`src/rtl/bist_pkg.sv`:
```
// Shared types and helpers for the BIST sequencer / MISR compactor.
// Holds the FSM state encoding, default MISR constants and the MISR step function.
package bist_pkg;

  typedef enum logic [1:0] {
    ST_IDLE    = 2'd0,
    ST_APPLY   = 2'd1,
    ST_CAPTURE = 2'd2,
    ST_DONE    = 2'd3
  } state_e;

  localparam logic [7:0] MISR_POLY_DEF  = 8'h1D;
  localparam logic [7:0] GOLDEN_SIG_DEF = 8'hCD;

  // One MISR step on a w-bit register (w <= 32): shift left, fold taps on MSB, xor response.
  function automatic logic [31:0] misr_step(input logic [31:0] sig,
                                            input logic [31:0] resp,
                                            input logic [31:0] poly,
                                            input int unsigned w);
    logic [31:0] mask;
    logic [31:0] nxt;
    logic [4:0]  msb_idx;
    mask    = (w >= 32) ? '1 : ((32'd1 << w) - 32'd1);
    msb_idx = 5'(w - 1);
    nxt     = (sig << 1) ^ (sig[msb_idx] ? poly : 32'd0) ^ resp;
    return nxt & mask;
  endfunction

endpackage

```
`src/rtl/bist_misr.sv`:
```
// Signature register for the BIST compactor: synchronous clear, folds one
// response per enabled cycle; also exposes the next value for pass evaluation.
module bist_misr
  import bist_pkg::*;
#(
  parameter int                 MISR_W    = 8,
  parameter int                 RESP_W    = 3,
  parameter logic [MISR_W-1:0]  MISR_POLY = MISR_W'(MISR_POLY_DEF)
) (
  input  logic              clk,
  input  logic              rst,
  input  logic              i_clr,
  input  logic              i_en,
  input  logic [RESP_W-1:0] i_resp,
  output logic [MISR_W-1:0] o_sig,
  output logic [MISR_W-1:0] o_sig_next
);

  logic [MISR_W-1:0] r_sig;
  logic [MISR_W-1:0] w_next;

  assign w_next = MISR_W'(misr_step(32'(r_sig), 32'(i_resp), 32'(MISR_POLY), MISR_W));

  always_ff @(posedge clk) begin
    if (rst || i_clr) begin
      r_sig <= '0;
    end else if (i_en) begin
      r_sig <= w_next;
    end
  end

  assign o_sig      = r_sig;
  assign o_sig_next = w_next;

endmodule

```
`src/rtl/bist_seq_misr.sv`:
```
// BIST sequencer: applies exhaustive counter patterns to a CUT and compacts
// responses in a MISR. Optional per-output ones counters via BIST_RESP_CNT_EN.
module bist_seq_misr
  import bist_pkg::*;
#(
  parameter int                PAT_W      = 3,
  parameter int                RESP_W     = 3,
  parameter int                NUM_PAT    = 8,
  parameter int                SETTLE     = 2,
  parameter int                MISR_W     = 8,
  parameter logic [MISR_W-1:0] MISR_POLY  = MISR_W'(MISR_POLY_DEF),
  parameter logic [MISR_W-1:0] GOLDEN_SIG = MISR_W'(GOLDEN_SIG_DEF),
  localparam int               CW         = $clog2(NUM_PAT + 1)
) (
  input  logic              clk,
  input  logic              rst,
  input  logic              start,
  output logic [PAT_W-1:0]  pat_o,
  input  logic [RESP_W-1:0] resp_i,
  output logic              busy,
  output logic              done,
  output logic              pass,
  output logic [MISR_W-1:0] sig_o
`ifdef BIST_RESP_CNT_EN
  ,
  output logic [RESP_W*CW-1:0] ones_cnt_o
`endif
);

  localparam int SW = (SETTLE > 1) ? $clog2(SETTLE) : 1;

  state_e            r_state;
  logic [PAT_W-1:0]  r_pat;
  logic [SW-1:0]     r_settle;
  logic              r_busy;
  logic              r_done;
  logic              r_pass;
  logic              w_seed;
  logic              w_cap;
  logic [MISR_W-1:0] w_sig_next;

  // start is a one-cycle request, acted on only from IDLE or DONE; no queueing.
  assign w_seed = start && ((r_state == ST_IDLE) || (r_state == ST_DONE));
  assign w_cap  = (r_state == ST_CAPTURE);

  bist_misr #(
    .MISR_W    (MISR_W),
    .RESP_W    (RESP_W),
    .MISR_POLY (MISR_POLY)
  ) u_misr (
    .clk        (clk),
    .rst        (rst),
    .i_clr      (w_seed),
    .i_en       (w_cap),
    .i_resp     (resp_i),
    .o_sig      (sig_o),
    .o_sig_next (w_sig_next)
  );

  always_ff @(posedge clk) begin
    if (rst) begin
      r_state  <= ST_IDLE;
      r_pat    <= '0;
      r_settle <= '0;
      r_busy   <= 1'b0;
      r_done   <= 1'b0;
      r_pass   <= 1'b0;
    end else begin
      case (r_state)
        ST_IDLE, ST_DONE: begin
          if (start) begin
            r_state  <= ST_APPLY;
            r_pat    <= '0;
            r_settle <= '0;
            r_busy   <= 1'b1;
            r_done   <= 1'b0;
            r_pass   <= 1'b0;
          end
        end
        ST_APPLY: begin
          if (r_settle == SW'(SETTLE - 1)) begin
            r_state  <= ST_CAPTURE;
            r_settle <= '0;
          end else begin
            r_settle <= r_settle + 1'b1;
          end
        end
        ST_CAPTURE: begin
          // Pass is judged on the signature being written this same edge.
          if (r_pat == PAT_W'(NUM_PAT - 1)) begin
            r_state <= ST_DONE;
            r_busy  <= 1'b0;
            r_done  <= 1'b1;
            r_pass  <= (w_sig_next == GOLDEN_SIG);
          end else begin
            r_state <= ST_APPLY;
            r_pat   <= r_pat + 1'b1;
          end
        end
        default: begin
          r_state <= ST_IDLE;
        end
      endcase
    end
  end

  assign pat_o = r_pat;
  assign busy  = r_busy;
  assign done  = r_done;
  assign pass  = r_pass;

`ifdef BIST_RESP_CNT_EN
  logic [CW-1:0] r_cnt [RESP_W];

  always_ff @(posedge clk) begin
    for (int i = 0; i < RESP_W; i++) begin
      if (rst || w_seed) begin
        r_cnt[i] <= '0;
      end else if (w_cap) begin
        r_cnt[i] <= r_cnt[i] + CW'(resp_i[i]);
      end
    end
  end

  for (genvar g = 0; g < RESP_W; g++) begin : g_cnt_out
    assign ones_cnt_o[g*CW +: CW] = r_cnt[g];
  end
`endif

endmodule

```
`config.mk`:
```
export PLATFORM = sky130hd
export DESIGN_NAME = bist_seq_misr
export DESIGN_NICKNAME = d
export VERILOG_FILES = /design/src/rtl/bist_pkg.sv /design/src/rtl/bist_misr.sv /design/src/rtl/bist_seq_misr.sv
export SDC_FILE = /design/constraint.sdc
export NUM_CORES = 1
export LEC_CHECK = 0
export CORE_UTILIZATION = 43
export DETAILED_ROUTE_END_ITERATION = 8
export PLACE_DENSITY_LB_ADDON = 0.15
export RECOVER_POWER = 25
export SYNTH_ARGS = -nofsm -noshare
export SYNTH_HDL_FRONTEND = slang
export SYNTH_HIERARCHICAL = 1
export SYNTH_SLANG_ARGS = --single-unit
```
`constraint.sdc`:
```
create_clock -name clk -period 1.67 [get_ports clk]
set_clock_uncertainty 0.05 [all_clocks]
set_input_delay 0.167 -clock clk [delete_from_list [all_inputs] [get_ports clk]]
set_output_delay 0.167 -clock clk [all_outputs]
set_load 0.01 [all_outputs]
```
== After elaboration in Yosys (flattened, before gate mapping) ==
Cells that the tools add are included.
Widths: inputs -> output; s select.

* Input port bits: 6
* Bits in registers: 17
* Output and inout bits: 14
* Logic and storage cells: 49

* Mux-type cells: 18
* Equality and inequality tests: 9
* Bitwise gates (word level): 2
* Add/subtract/negate cells: 2
* Reduce and logical (&&, ||, !) cells: 11

{| class="wikitable"
|+ Operators by type and width
! operator !! number
|-
| $eq 8x8->1 const B || 1
|-
| $ne 2x2->1 const B || 4
|-
| $pmux 1 s2 || 4
|-
| $xor 8x3->8 || 1
|-
| $xor 8x8->8 || 1
|-
| $mux 1 || 6
|-
| $mux 2 || 3
|-
| $mux 3 || 2
|-
| $pmux 2 s3 || 1
|-
| $pmux 3 s2 || 1
|-
| $reduce_and 3->1 || 2
|-
| $mux 5 || 1
|-
| $eq 2x2->1 const B || 2
|-
| $reduce_and 2->1 || 2
|-
| $reduce_bool 2->1 || 2
|-
| $add 3x1->3 const B || 1
|-
| $eq 3x3->1 const B || 1
|-
| $eq 2x1->1 const B || 1
|-
| $logic_not 2->1 || 1
|-
| $logic_or 1x1->1 || 2
|-
| $reduce_or 2->1 || 1
|-
| $add 1x1->1 const B || 1
|-
| $logic_and 1x1->1 || 1
|}

== Logic depth before layout (Yosys ltp) ==
* Depth after elaboration: 6
* Depth in mapped cells: 7
* Gate-level depth less buffers: 6

== Modules after synthesis ==
Netlist, hierarchy kept.

{| class="wikitable"
|+ Modules (own cells, without submodules)
! module !! times used !! area each (µm²) !! cells an instance !! seq. area each (µm²)
|-
| bist_seq_misr || 1 || 493.0 || 58 || 180.2
|-
| bist_misr || 1 || 375.4 || 36 || 160.2
|}

== Least setup slack after synthesis ==
Ideal clock, no wire load.

* Kind: reg2reg
* Start point: register r_state[0]
* End point: register u_misr.r_sig[0] (netlist: u_misr/o_sig[0])
* Setup slack: 0.125 ns
* Cell stages (with the launch flop): 8
* Buffers on the path: 1
* Data required time: 1.555 ns
* Clock period less this slack: 1.545 ns
* Data arrival time: 1.431 ns
* Library setup time: 0.065 ns
* Cells stage by stage: dfxtp_1 > inv_1 > ha_1 > nand2_1 > inv_1 > or2_2 > clkbuf_1 > nor2_1

* Cells in the longest elaborated chain, start to end: 4
* Elaborated cells on any way between the ends: 6
* Those cells by class: eq/ne: 2; reduce/logical: 4

{| class="wikitable"
|+ Ends and longest elaborated chain
! element !! RTL line !! RTL
|-
| start, declared || bist_seq_misr.sv:32 || <nowiki>state_e r_state;</nowiki>
|-
| start signal, assigned || bist_seq_misr.sv:62 || <nowiki>r_state <= ST_IDLE;</nowiki>
|-
| start signal, assigned || bist_seq_misr.sv:72 || <nowiki>r_state <= ST_APPLY;</nowiki>
|-
| start signal, assigned || bist_seq_misr.sv:82 || <nowiki>r_state <= ST_CAPTURE;</nowiki>
|-
| $eq 2x2->1 / $logic_not 2->1 (equally long branches) || bist_seq_misr.sv:43 || <nowiki>assign w_seed = start && ((r_state == ST_IDLE) || (r_state == ST_DONE));</nowiki>
|-
| $logic_or 1x1->1 (*) || bist_seq_misr.sv:43 ||
|-
| $logic_and 1x1->1 (*) || bist_seq_misr.sv:43 ||
|-
| net w_seed || bist_seq_misr.sv:38 || <nowiki>logic w_seed;</nowiki>
|-
| $logic_or 1x1->1 (*) || bist_misr.sv:25 || <nowiki>if (rst || i_clr) begin</nowiki>
|-
| end signal, assigned || bist_misr.sv:28 || <nowiki>r_sig <= w_next;</nowiki>
|-
| end, declared || bist_misr.sv:19 || <nowiki>logic [MISR_W-1:0] r_sig;</nowiki>
|}

The timed path passes the listed nets; every way through them passes the cells marked *.
A chain may end at the register's enable or synchronous reset.

== Worst setup path after layout ==
* Start point: register u_misr.r_sig[7] (netlist: u_misr/o_sig[7])
* End point: output port sig_o[7]

{| class="wikitable"
|+ RTL lines
! element !! RTL line !! RTL
|-
| end, declared || bist_seq_misr.sv:23 || <nowiki>output logic [MISR_W-1:0] sig_o</nowiki>
|}

No word-level cell between the ends.

==> results.cfg <==
[status]
outcome = completed

[drt]
via_count = 721
drt_iter0_drc = 24
first_pass_iters = 4
route.detailed.drc = 0
viasPerCell = 5.22
postRouteAntennaNets = 0
wl_per_cell_um = 12.9
totalWireLength_um = 1790

[critical_path]
max_stage_delay_ns = 0.59
crit_arrival_ns = 1.34
crit_family = buffers and inverters
crit_type = flop to output pin
critPathLaunchType = flop
cpMaxStageDelayCell = clkdlybuf4s50_1
crit_fanout = 6
crit_buf_inv = 1
path_cells = clkdlybuf4s50_1
cp-end-kind = output pin
required_ns = 1.45

[finish]
fin_util_pct = 61.8
multi_input_comb_area_um2 = 483
final_net_count = 125
ff_latch_area_um2 = 342
drive_gt1_share_pct = 9.73
antenna_cells = 0
final_area_um2 = 1110
n_fill_cell = 169
fin_cells = 138
syn2layout_area_growth_pct = 28.2

[global_route]
grt_pass1_wl_um = 2730
grt_overflow = 0
grt_use_total_pct = 17.7
grt_pass1_vias = 627
antenna_found_initial = 0
grt_start_max_net_pins = 10

[timing]
fin_tns_setup_ns = 0
fmax_ghz = 0.640
fin_hold_ws_ns = 0.438
grt_setup_unrepaired = false
slew_headroom_pct = 79.3
finalHoldViolCount = 0
min_period_ns = 1.56
setup_viol = 0
tightest_slew_ns = 0.306
drv_slew = 0
finalCritPeriodShare_pct = 93.5

[die]
die_area_um2 = 2200
fp.coreArea_um2 = 1800
start_util_pct = 48.2
die_width_um = 46.9
io_pins = 20
row_count = 15
die_y_um = 46.9

[place]
gp_congestion = 0.801
dpl-instance-area_um2 = 1070
dp.cells = 134
dp_hpwl_um = 1270
port_buffers = 19

[clock_tree]
cts_num_sinks = 17
cts_tree = done
cts_buffer_depth = 2
cts_inserted_buffers = 3
clockRootBuffer = clkbuf_4
post-cts-setup-buffers = 0
clkTransAtPathRegs_ns = 0.10
clk_latency_ns = 0.29
cts_max_level = 1

[yosys]
synth_area_leaders = dfxtp_1 (39%), mux2i_1 (10%), ha_1 (7.2%)
syn_nets = 105
synth_top_area_cell = dfxtp_1
syn_avg_cell_area_um2 = 9.24
mappedNetlistArea_um2 = 868
synth_seq_cells = 17
netlist_instances = 94
yosysWarnings = 6
ys_seq_area_share_pct = 39.2
synth_top_area_share_pct = 39.2
synth.distinct_cells = 28

[power_and_ir_drop]
powerDensity_nw_per_um2 = 704
p_comb_share_pct = 17.7
power_leakage_nw = 0.420
ir_drop_mv = 0.512
seqPwrFrac_pct = 54.4
power_switching_mw = 0.206
power_report.internal_total_mw = 0.578
clkPwrFrac_pct = 27.9
switching_share_pct = 26.2

[job]
drv_cap = 0

[hold_path]
hp-class = flop to flop
registers in the layout (all words and copies together), names as in the netlist:
| register | flops |
|---|---|
| busy | 1 |
| done | 1 |
| pass | 1 |
| pat_o | 3 |
| r_settle | 1 |
| r_state | 2 |
| u_misr/o_sig | 8 |
area by class of cell:
type                            instances  share of cell area [%]
Tap cell                               25                    2.81
Sequential cell                        17                    30.7
Inverter                                5                    1.69
Timing Repair Buffer                   22                    19.1
Clock buffer                            4                    2.36
Multi-Input combinational cell         65                    43.4
cell usage after synthesis:
library cell / number
dfxtp_1: 17
nor2_1: 10
a21oi_1: 9
mux2i_1: 9
o21ai_0: 6
ha_1: 5
inv_1: 5
buf_4: 4
xor2_1: 4
nand2_1: 3
nand4_1: 2
nand4b_1: 2
nor2b_1: 2
or3_1: 2
a2bb2oi_1: 1
a32oi_1: 1
and2_1: 1
buf_1: 1
clkbuf_1: 1
clkbuf_2: 1
nand2b_1: 1
nor3_1: 1
nor4bb_1: 1
o21bai_1: 1
o32ai_1: 1
or2_2: 1
or2b_1: 1
xor3_2: 1
layout by cell type, fill, tap and decap left out:
| cell | synthesis | routed |
|---|---|---|
| dfxtp_1 | 17 | 16 |
| nand2_1 | 3 | 3 |
| clkbuf_1 | 1 | 1 |
| nand2b_1 | 1 | 1 |
| inv_1 | 5 | 5 |
| mux2i_2 | 0 | 1 |
| nor2_1 | 10 | 10 |
| o21bai_1 | 1 | 1 |
| a2bb2oi_1 | 1 | 1 |
| or2_2 | 1 | 1 |
| or2b_1 | 1 | 1 |
| nor4bb_1 | 1 | 1 |
| o32ai_1 | 1 | 1 |
| nor2b_1 | 2 | 2 |
| ha_4 | 0 | 1 |
| o21ai_0 | 6 | 6 |
| nand4b_1 | 2 | 2 |
| a32oi_1 | 1 | 1 |
| xor3_2 | 1 | 1 |
| buf_4 | 4 | 3 |
| dfxtp_2 | 0 | 1 |
| nand4_1 | 2 | 2 |
| clkbuf_4 | 0 | 3 |
| ha_1 | 5 | 4 |
| and2_1 | 1 | 1 |
| xor2_1 | 4 | 4 |
| a21oi_1 | 9 | 9 |
| dlygate4sd3_1 | 0 | 5 |
| nor3_1 | 1 | 1 |
| or3_1 | 2 | 2 |
| mux2i_1 | 9 | 8 |
| clkdlybuf4s50_1 | 0 | 14 |
power by group through the flow:
stage               registers [mW]  logic, mW  clock network [mW]
finish                       0.426      0.139               0.219
global route                 0.428      0.154               0.242
CTS                          0.425      0.129               0.224
detailed placement           0.434      0.127                   0
global placement             0.434      0.123                   0
floorplan                    0.434     0.0825                   0
per-stage QoR:
step / total power [mW] / setup slack [ns]
6_report: 0.784 / 0.108
5_1_grt: 0.823 / 0.0505
4_1_cts: 0.778 / 0.00687
3_5_place_dp: 0.562 / 0.0204
3_3_place_gp: 0.556 / 0.0564
2_1_floorplan: 0.517 / 0.125
routing by layer:
| layer | vias up | GRT usage [%] | wire length, µm |
|---|---|---|---|
| met5 | - | 0 | 0 |
| met4 | 0 | 5.14 | 23 |
| met3 | 4 | 5.77 | 96 |
| met2 | 26 | 30.0 | 819 |
| met1 | 331 | 21.5 | 848 |
| li1 | 360 | - | - |
path summary, 6_finish.rpt:
path,startpoint,end,slack [ns],cells past startpoint
hold / removal,pass,pass,0.44,2
setup / recovery,u_misr/o_sig[7],sig_o[7],0.11,1
hold reg to reg,pass,pass,0.44,2
setup reg to reg,r_state[0],pass,0.18,6
cells by family (layout without fill, tap and decap cells):
family | after synthesis | count (layout) | share of synthesized area [%]
AOI/OAI and AO/OA | 19 | 19 | 12.5
muxes | 9 | 9 | 10.4
DFF | 17 | 17 | 39.2
buffers and inverters | 12 | 31 | 7.06
and+or+nand+nor | 27 | 27 | 16.7
xor gates and xnor gates | 5 | 5 | 6.92
adders and majority gates | 5 | 5 | 7.20
what timing repair did:
action                     CTS  global route
resized for setup            0             4
setup endpoints to repair    0            14
hold buffers                 0             0
No activity file was read; power rests on OpenSTA's default activity.
